File: src/rtl/arb_pkg.sv
// Shared constants, state encoding and helpers for the round-robin arbiter.
package arb_pkg;

  localparam int ARB_N            = 8;
  localparam int ARB_IDXW         = 3;
  localparam int ARB_MAX_HOLD_DEF = 16;
  localparam int ARB_CNTW         = 8;   // wide enough for MAX_HOLD up to 255

  typedef enum logic {
    IDLE  = 1'b0,
    GRANT = 1'b1
  } arb_state_t;

  // Registered grant bundle presented to the shared datapath.
  typedef struct packed {
    logic [ARB_N-1:0]    gnt;
    logic [ARB_IDXW-1:0] idx;
    logic                vld;
  } arb_gnt_t;

  // Lowest-set-bit 8:3 encode; same one-hot-to-binary mapping as encoder_83.
  // Returns 0 for an all-zero input, so callers must qualify with |v.
  function automatic logic [ARB_IDXW-1:0] enc83_lsb(input logic [ARB_N-1:0] v);
    logic [ARB_IDXW-1:0] r;
    r = '0;
    for (int i = ARB_N - 1; i >= 0; i--) begin
      if (v[i]) r = ARB_IDXW'(i);
    end
    return r;
  endfunction

endpackage

File: src/rtl/rr_prio_enc_83.sv
// Masked 8:3 priority encoder: first set bit of req searching from ptr upward,
// wrapping mod 8. Built as rotate -> lowest-set-bit encode -> un-rotate.
module rr_prio_enc_83
  import arb_pkg::*;
(
  input  logic [ARB_N-1:0]    req,
  input  logic [ARB_IDXW-1:0] ptr,
  output logic                any,
  output logic [ARB_IDXW-1:0] idx
);

  logic [ARB_N-1:0]    rot;
  logic [ARB_IDXW-1:0] rot_idx;

  // Rotate so requester ptr lands on bit 0; 3-bit index add wraps mod 8.
  for (genvar k = 0; k < ARB_N; k++) begin : g_rot
    assign rot[k] = req[ptr + ARB_IDXW'(k)];
  end

  // Encode in rotated space, then undo the rotation.
  always_comb begin
    rot_idx = enc83_lsb(rot);
    any     = |req;
    idx     = rot_idx + ptr;
  end

endmodule

File: src/rtl/rr_arbiter_8.sv
// Round-robin arbiter for 8 requesters with hold-until-done and a hold timeout.
// All outputs are registered; the grant index drives the shared datapath select.
module rr_arbiter_8
  import arb_pkg::*;
#(
  parameter int N        = ARB_N,
  parameter int IDXW     = ARB_IDXW,
  parameter int MAX_HOLD = ARB_MAX_HOLD_DEF   // legal range 2..255
) (
  input  logic            clk,
  input  logic            rst,
  input  logic [N-1:0]    req,
  input  logic            done,
  output logic [N-1:0]    gnt,
  output logic [IDXW-1:0] gnt_idx,
  output logic            gnt_vld,
  output logic            timeout
);

  localparam logic [ARB_CNTW-1:0] HOLD_MAX = ARB_CNTW'(MAX_HOLD);

  arb_state_t          state, state_d;
  arb_gnt_t            g_q, g_d;
  logic                to_q, to_d;
  logic [IDXW-1:0]     ptr, ptr_d;
  logic [ARB_CNTW-1:0] hold_cnt, hold_cnt_d;

  logic                win_any;
  logic [IDXW-1:0]     win_idx;
  logic                owner_req;
  logic                at_max;

  rr_prio_enc_83 u_enc (
    .req (req),
    .ptr (ptr),
    .any (win_any),
    .idx (win_idx)
  );

  assign owner_req = req[g_q.idx];
  assign at_max    = (hold_cnt == HOLD_MAX);

  // Next-state and next-output logic; the grant bundle is only rewritten on
  // a new grant or a release, so gnt is stable for the whole hold.
  always_comb begin
    state_d    = state;
    g_d        = g_q;
    to_d       = 1'b0;
    ptr_d      = ptr;
    hold_cnt_d = hold_cnt;
    case (state)
      IDLE: begin
        if (win_any) begin
          state_d    = GRANT;
          g_d.gnt    = N'(1) << win_idx;
          g_d.idx    = win_idx;
          g_d.vld    = 1'b1;
          ptr_d      = win_idx + IDXW'(1);
          hold_cnt_d = ARB_CNTW'(1);
        end
      end
      GRANT: begin
        if (done || !owner_req || at_max) begin
          state_d    = IDLE;
          g_d.gnt    = '0;
          g_d.vld    = 1'b0;
          hold_cnt_d = '0;
          // Only flag a forced release; a voluntary release wins the tie.
          to_d       = at_max && !done && owner_req;
        end else begin
          hold_cnt_d = hold_cnt + ARB_CNTW'(1);
        end
      end
      default: begin
        state_d    = IDLE;
        g_d        = '0;
        hold_cnt_d = '0;
      end
    endcase
  end

  // State, pointer, hold counter and registered outputs; async clear.
  always_ff @(posedge clk or posedge rst) begin
    if (rst) begin
      state    <= IDLE;
      g_q      <= '0;
      to_q     <= 1'b0;
      ptr      <= '0;
      hold_cnt <= '0;
    end else begin
      state    <= state_d;
      g_q      <= g_d;
      to_q     <= to_d;
      ptr      <= ptr_d;
      hold_cnt <= hold_cnt_d;
    end
  end

  assign gnt     = g_q.gnt;
  assign gnt_idx = g_q.idx;
  assign gnt_vld = g_q.vld;
  assign timeout = to_q;

endmodule

File: config.mk
export PLATFORM = sky130hd
export DESIGN_NAME = rr_arbiter_8
export DESIGN_NICKNAME = d
export VERILOG_FILES = /design/src/rtl/arb_pkg.sv /design/src/rtl/rr_prio_enc_83.sv /design/src/rtl/rr_arbiter_8.sv
export SDC_FILE = /design/constraint.sdc
export NUM_CORES = 1
export LEC_CHECK = 0
export BUFFER_PORTS_ARGS = -buffer_cell sky130_fd_sc_hd__buf_2
export CAP_MARGIN = 10
export CORE_MARGIN = 4
export CORE_UTILIZATION = 40
export DETAILED_ROUTE_END_ITERATION = 16
export PLACE_DENSITY = 0.64
export SLEW_MARGIN = 20
export SYNTH_ARGS = -nofsm -noshare
export SYNTH_HDL_FRONTEND = slang
export SYNTH_SLANG_ARGS = --single-unit
File: constraint.sdc
create_clock -name clk -period 3.96 [get_ports clk]
set_input_delay 0.396 -clock clk [delete_from_list [all_inputs] [get_ports clk]]
set_output_delay 0.396 -clock clk [all_outputs]
set_load 0.05 [all_outputs]
==> results.yml, run 1 <==
run_status:
  outcome: "completed"
sta:
  slew_headroom_pct: 36.8
  whs_ns: 0.332
  finClkSkew_ns: 0.00229
  slew_violations: 0
  finalSetupViolCount: 0
  fin_setup_tns_ns: 0
  grt_setup_unrepaired: "no"
  tightest_slew_ns: 0.947
  period_minus_slack_ns: 3.56
  period_share_pct: 90.0
  hold_viol_final: 0
  max_clock_freq_mhz: 281
logic_synthesis:
  syn-num-nets: 211
  ys_warn_count: 0
  synthCells: 189
  syn_area_per_cell_sq_um: 10.4
  yosysTopAreaCellShare_pct: 31.9
  syn_area_sq_mm: 0.00196
  yosysTopAreaCell: "dfrtp_1"
  ys_async_sr_fraction_pct: 100
  synthTopCellsByArea: "dfrtp_1 32%, mux4_2 9.2%, ha_1 6.4%"
  synth_ff_type: "dfrtp_1"
  ys_seq_area_share_pct: 31.9
  synth_cell_type_count: 47
  synth_edf_count: 0
  ys_seq_elements: 25
routing:
  wl_met2_um: 1890
  num_vias: 1460
  drc: 0
  wl_per_cell_um: 14.1
  routed_wl_um: 3930
  drt_first_iter_violations: 98
  ant_nets: 0
  vias_per_cell: 5.25
  drt-met1-wl_um: 1870
  highest_layer: "met4"
  route.met3.wl_um: 120
  drt_pass1_iterations: 4
clock_tree:
  cts_max_path_buffers: 2
  cts_root_buf: "clkbuf_8"
  cts_buffers: 3
  cts_resized: 0
  cts.clk_slew.worst_paths_ns: 0.08
  clk-insertion-delay-late_ns: 0.26
  h-tree-depth: 1
  cts.sink_count: 25
  cts_tree: "yes"
  hold_buffers: 0
  postCtsSetupRepairBufs: 0
finish:
  antenna_cells: 0
  area_growth_pct: 11.2
  drive_gt1_share_pct: 24.2
  nFillCells: 462
  multi_input_area_sq_mm: 0.00125
  final_nets: 234
  regArea_sq_um: 626
  final_cells: 278
  final_util_pct: 46.1
critical_path:
  ff2ff_path_depth: 15
  cp.arrival_ns: 3.68
  reg2reg_slack_ns: 0.40
  crit_path_end_kind: "register"
  crit_start: "ptr[0]"
  cp_max_fo: 6
  path_delay_family: "adder cells"
  cp_slowest_cell: "fa_1"
  crit_type: "register to register"
  worst-path-buf-inv: 1
  slowest_delay_ns: 0.45
  cp_cell_sequence: "inv_2 -> ha_1 -> mux2i_1 -> mux4_1 -> nor2b_1 -> nand2_1 -> o21ai_1 -> a21oi_1 -> fa_1 -> xor2_1 -> and3_4 -> nor2_1 -> ha_1 -> nand2_1 -> o21ai_0"
  rr_endpoint: "ptr[2]"
  cp-start-kind: "register"
  cp.required_ns: 4.07
  r2r-start: "ptr[0]"
  worst-path-stages: 15
  endpoint: "ptr[2]"
global_routing:
  grt_pass1_wl_um: 6880
  antenna_found_initial: 0
  overflow: 0
  grt_usage_pct: 13.8
  grt_pass1_vias: 1435
  grt_max_degree: 26
worst_hold_path:
  hold_path_class: "primary input to async pin"
floorplan:
  ios: 24
  initial_utilization_pct: 41.5
  core_area_sq_mm: 0.00472
  die_w_um: 78.0
  num_rows: 25
  die_h_um: 78.0
  dieArea_sq_mm: 0.00609
placed_design:
  numPortBuffers: 23
  globalplace.congestion: 0.809
  placed_cells: 274
  hpwlAfterDp_um: 3040
run:
  cap_violations: 0
==> how the worst min path moves through the flow <==
stage,endpoint,slack [ns],depth (start not counted)
finish,gnt[3],0.33,2
global route,timeout,0.42,3
CTS,timeout,0.37,2
detailed placement,gnt[4],0.47,2
global placement,gnt[6],0.46,2
floorplan,gnt[0],0.42,1
==> routing by layer <==
metal	vias up	GRT usage [%]
met4	0	2.10
met2	23	23.1
met1	697	18.8
met5	-	0
met3	5	2.98
li1	735	-
==> cell usage in the layout (no fill, tap or decap), types with 4 or more instances in the layout <==
cell type,synthesis,layout
o21ai_1,11,11
a32o_1,4,4
buf_2,2,23
mux4_2,8,8
nand3_1,5,5
xor2_1,5,5
inv_1,8,8
nand2_1,22,22
nor2b_1,7,7
a21oi_1,6,6
o31ai_1,5,5
and2_1,4,4
mux2i_1,8,8
dfrtp_1,25,25
ha_1,10,10
nor2_1,12,12
o21ai_0,5,5
==> state kept, by name, indices dropped and copies added, names as in the netlist <==
signal / count
ptr: 3
gnt_vld: 1
timeout: 1
gnt: 8
gnt_idx: 3
hold_cnt: 8
state: 1
==> per-stage QoR <==
stage          worst slack, ns  cell area [sq um]
2_1_floorplan            0.446               1960
3_3_place_gp             0.486               2130
3_5_place_dp             0.406               2130
4_1_cts                  0.383               2180
5_1_grt                 0.0936               2180
6_report                 0.396               2180
==> synth_stat cells, types with 2 or more instances <==
cell and number:
nor2_1 12, dfrtp_1 25, a22o_1 2, inv_2 2, nand2_1 22, o21ai_1 11
o2111ai_4 2, nor4_1 2, mux4_2 8, xor2_1 5, clkbuf_1 3, a21oi_1 6
nor2b_1 7, o21ai_0 5, buf_2 2, a32o_1 4, and2_1 4, o31ai_1 5
mux2i_1 8, ha_1 10, mux2_2 3, mux4_1 3, nand2b_1 3, nand3_1 5
inv_1 8
==> logic make-up after synthesis <==
group | after synthesis | share of synthesized area [%]
XOR/XNOR | 6 | 2.68
multiplexers | 23 | 19.8
buffers and inverters | 18 | 4.15
AO/OA/AOI/OAI | 42 | 16.8
flip-flops | 25 | 31.9
AND/OR/NAND/NOR | 64 | 17.2
adder cells (fa/ha/maj) | 11 | 7.40
==> area by class of cell <==
type                    instances  share of cell area, %
clock buffers                   4                   2.07
well taps                      67                   3.85
multi-input cells             146                   57.5
repair buffers                 25                   5.97
inverters                      11                   1.89
flip-flops and latches         25                   28.7
Power of run 1 is left out: the tool's default activity adds up to more than one toggle a clock period on the data nets, which glitch-free logic cannot reach.
==> run 2: changes to the inputs <==
CORE_UTILIZATION = 50   (was 40)
PLACE_DENSITY = 0.76   (was 0.64)
==> run 2 against run 1 <==
  * Worst hold slack worse by 0.0082 ns
  * First-iteration DRC count is 2.0% higher
  * Clock-buffer cell count stayed put
  * Sequential share of layout area is 0.32 points higher
  * Global-route usage is 3.2 points higher
  * Sequential cell count stayed put
  * Critical endpoint unchanged
  * Highest routed layer unchanged
==> results.yml, run 2 (synthesis results as in run 1) <==
critical_path:
  cp_max_fo: 6
  cp-start-kind: "register"
  cp.required_ns: 4.06
  crit_type: "register to register"
  cp.arrival_ns: 3.71
  crit_path_end_kind: "register"
clock_tree:
  cts.clk_slew.worst_paths_ns: 0.08
  clk-insertion-delay-late_ns: 0.26
  cts_root_buf: "clkbuf_8"
  hold_buffers: 0
  postCtsSetupRepairBufs: 0
  cts_max_path_buffers: 2
  cts_resized: 0
  cts_tree: "yes"
  cts.sink_count: 25
  cts_buffers: 3
  h-tree-depth: 1
run_status:
  outcome: "completed"
global_routing:
  grt_pass1_wl_um: 6960
  grt_pass1_vias: 1433
  grt_usage_pct: 17.0
  overflow: 0
  grt_max_degree: 26
  antenna_found_initial: 0
routing:
  drt_first_iter_violations: 100
  ant_nets: 0
  routed_wl_um: 3860
  num_vias: 1501
  wl_per_cell_um: 14.9
  drc: 0
  vias_per_cell: 5.80
  drt_pass1_iterations: 4
sta:
  max_clock_freq_mhz: 277
  finClkSkew_ns: 0.00175
  slew_violations: 0
  period_minus_slack_ns: 3.60
  fin_setup_tns_ns: 0
  period_share_pct: 91.0
  slew_headroom_pct: 38.6
  fin_ws_ns: 0.356
  hold_viol_final: 0
  finalSetupViolCount: 0
  tightest_slew_ns: 0.919
  grt_setup_unrepaired: "no"
placed_design:
  hpwlAfterDp_um: 3070
  post-place-ws_ns: 0.337
  numPortBuffers: 23
  placed_area_sq_mm: 0.00211
  globalplace.congestion: 0.816
finish:
  antenna_cells: 0
  drive_gt1_share_pct: 24.2
  final_common_cell: "dfrtp_1"
  final_cell_mix: "25 x dfrtp_1, 23 x buf_2, 22 x nand2_1, 12 x nor2_1, 11 x o21ai_1"
  stdcell_area_sq_mm: 0.00216
  area_growth_pct: 9.96
  final_util_pct: 58.0
  final_nets: 234
worst_hold_path:
  hold_path_class: "primary input to async pin"
floorplan:
  dieArea_sq_mm: 0.00499
  ios: 24
  core_area_sq_mm: 0.00372
  num_rows: 22
  die_w_um: 70.6
  die_h_um: 70.6
  initial_utilization_pct: 52.8
run:
  cap_violations: 0
==> run 2: cell counts in the layout (fill, tap and decap cells not counted) <==
No cell type changed its count.
==> run 2: area by class of cell <==
type / count / area [sq um]
fill: 344 / 1560
clock buffer: 4 / 45.0
inverter: 11 / 41.3
tap: 48 / 60.1
multi-input combinational: 146 / 1250
sequential: 25 / 626
timing repair buffer: 25 / 130
==> run 2: worst paths after layout <==
| kind | startpoint | to | slack (ns) | cells after the start |
|---|---|---|---|---|
| setup / recovery | ptr[0] | ptr[2] | 0.36 | 16 |
| min in group clk | done | timeout | 0.43 | 3 |
| max in group asynchronous | rst | hold_cnt[6] | 3.08 | 2 |
| hold / removal | rst | gnt[1] | 0.32 | 2 |
| setup reg to reg | ptr[0] | ptr[2] | 0.36 | 16 |
| hold reg to reg | gnt[4] | gnt[4] | 0.48 | 2 |
==> run 2: critical path, stage by stage, from the launching register on <==
cell and delay [ns]:
dfrtp_1 0.36, inv_2 0.08, ha_1 0.42, mux2i_1 0.18, mux2i_1 0.22, mux2i_1 0.14
a211o_1 0.31, a22oi_1 0.16, ha_1 0.17, inv_1 0.05, fa_1 0.41, xor2_1 0.22
and3_4 0.23, nor2_1 0.05, ha_1 0.28, nand2_1 0.05, o21ai_0 0.10
==> run 2: layer usage <==
layer	share of wire, %	GRT usage [%]	vias up
li1	-	-	737
met1	47	24.7	735
met2	49	26.8	25
met3	3.5	3.69	4
met4	0.80	2.51	0
met5	0	0	-
==> run 2: through the flow <==
step,hold slack [ns],instances
floorplan,0.423,189
global placement,0.464,255
detailed placement,0.472,255
CTS,0.360,259
global route,0.402,259
finish,0.324,259
Power of run 2 is left out for the same reason.
==> run 3: changes to the inputs <==
CORE_UTILIZATION = 54   (was 50)
PLACE_DENSITY = 0.81   (was 0.76)
==> run 3 against run 2 <==
  * Cell count shrank 0.77%
  * Largest cell class unchanged
  * Die area shrank 6.6%
  * Setup slack lost 0.0096 ns
  * Maximum frequency shrank 0.26%
  * Global-route usage grew 2.8 points
  * Register-to-register slack is essentially flat
  * Non-clock buffer count is the same
  * First-iteration DRC count grew 11%
  * Via count grew 3.1%
  * Sequential cell count is the same
==> results.yml, run 3 (synthesis results as in run 1) <==
run_status:
  outcome: "completed"
routing:
  num_vias: 1548
  ant_nets: 0
  wl_per_cell_um: 15.6
  drt_pass1_iterations: 4
  routed_wl_um: 4010
  drc: 0
  drt_first_iter_violations: 111
  vias_per_cell: 6.02
clock_tree:
  hold_buffers: 0
  h-tree-depth: 1
  clk-insertion-delay-late_ns: 0.32
  cts.sink_count: 25
  cts_root_buf: "clkbuf_4"
  cts_tree: "yes"
  cts_max_path_buffers: 2
  postCtsSetupRepairBufs: 0
  cts.clk_slew.worst_paths_ns: 0.14
  cts_buffers: 3
finish:
  drive_gt1_share_pct: 24.6
  final_nets: 234
  nFillCells: 298
  area_growth_pct: 9.00
  final_cell_mix: "25 x dfrtp_1, 23 x buf_2, 22 x nand2_1, 12 x nor2_1, 11 x o21ai_1"
  antenna_cells: 0
  final_common_cell: "dfrtp_1"
critical_path:
  cp.arrival_ns: 3.80
  ff2ff_path_depth: 16
  cp.required_ns: 4.15
  r2r-start: "ptr[0]"
  cp_max_fo: 6
  cp-start-kind: "register"
  reg2reg_slack_ns: 0.35
  crit_type: "register to register"
  crit_path_end_kind: "register"
  rr_endpoint: "ptr[2]"
sta:
  grt_setup_unrepaired: "no"
  hold_viol_final: 0
  slew_headroom_pct: 37.0
  finClkSkew_ns: 0.00465
  period_share_pct: 91.3
  period_minus_slack_ns: 3.61
  fin_setup_tns_ns: 0
  max_clock_freq_mhz: 277
  slew_violations: 0
  finalSetupViolCount: 0
  tightest_slew_ns: 0.944
floorplan:
  num_rows: 21
  initial_utilization_pct: 57.4
  core_area_sq_mm: 0.00342
  die_h_um: 68.3
  dieArea_sq_mm: 0.00466
  ios: 24
  die_w_um: 68.3
global_routing:
  antenna_found_initial: 0
  grt_pass1_vias: 1464
  grt_max_degree: 26
  overflow: 0
  grt_usage_pct: 19.8
  grt_pass1_wl_um: 6930
run:
  cap_violations: 0
placed_design:
  hpwlAfterDp_um: 3090
  globalplace.congestion: 0.844
  numPortBuffers: 23
worst_hold_path:
  hold_path_class: "primary input to async pin"
[run 3: cell counts in the layout (fill, tap and decap cells not counted)]
No cell type changed its count.
[run 3: worst max-delay path by stage]
stage          slack [ns]  endpoint    from
5_1_grt              0.05    ptr[2]  ptr[1]
4_1_cts              0.33    ptr[2]  ptr[0]
3_3_place_gp         0.48    ptr[2]  ptr[0]
6_report             0.35    ptr[2]  ptr[0]
3_5_place_dp         0.36    ptr[2]  ptr[0]
2_1_floorplan        0.45    ptr[2]  ptr[1]
[run 3: layout make-up]
| class | instances | area, sq um | area share [%] |
|---|---|---|---|
| multi-input combinational | 146 | 1260 | 58.8 |
| sequential | 25 | 626 | 29.3 |
| timing repair buffer | 25 | 130 | 6.09 |
| tap | 46 | 57.6 | 2.69 |
| inverter | 11 | 41.3 | 1.93 |
| clock buffer | 4 | 26.3 | 1.23 |
[run 3: per-stage QoR]
stage | hold slack, ns | worst slack (ns) | cells | instance area [sq um] | util, %
6_report | 0.257 | 0.346 | 257 | 2140 | 62.6
2_1_floorplan | 0.423 | 0.446 | 189 | 1960 | -
4_1_cts | 0.288 | 0.332 | 257 | 2130 | 62.5
5_1_grt | 0.326 | 0.0518 | 257 | 2140 | 62.6
3_5_place_dp | 0.463 | 0.359 | 253 | 2110 | 61.7
3_3_place_gp | 0.459 | 0.480 | 253 | 2110 | 61.7
[run 3: repair_timing]
action,4_1_cts,5_1_grt
setup endpoints to repair,0,1
endpoints found under the hold margin,0,0
gates resized for setup,0,1
[run 3: worst max-delay path, cell delays in order, from the launching register on]
cell     delay [ns]
dfrtp_1        0.38
inv_2          0.08
ha_1           0.45
mux2i_1        0.16
mux2i_1        0.21
mux2i_1        0.16
a211o_1        0.31
a22oi_1        0.15
ha_1           0.17
inv_1          0.05
fa_1           0.40
xor2_1         0.22
and3_4         0.24
nor2_1         0.05
ha_1           0.30
nand2_1        0.06
o21ai_0        0.09
[run 3: routing by layer]
layer	part of all wire (%)	wire length (um)	up-vias	GRT usage (%)
met5	0	0	-	0
met4	0.85	34	0	5.96
met3	4.4	178	6	3.61
met2	52	2090	39	33.7
met1	43	1710	767	25.4
li1	-	-	736	-
Power of run 3 is left out for the same reason.
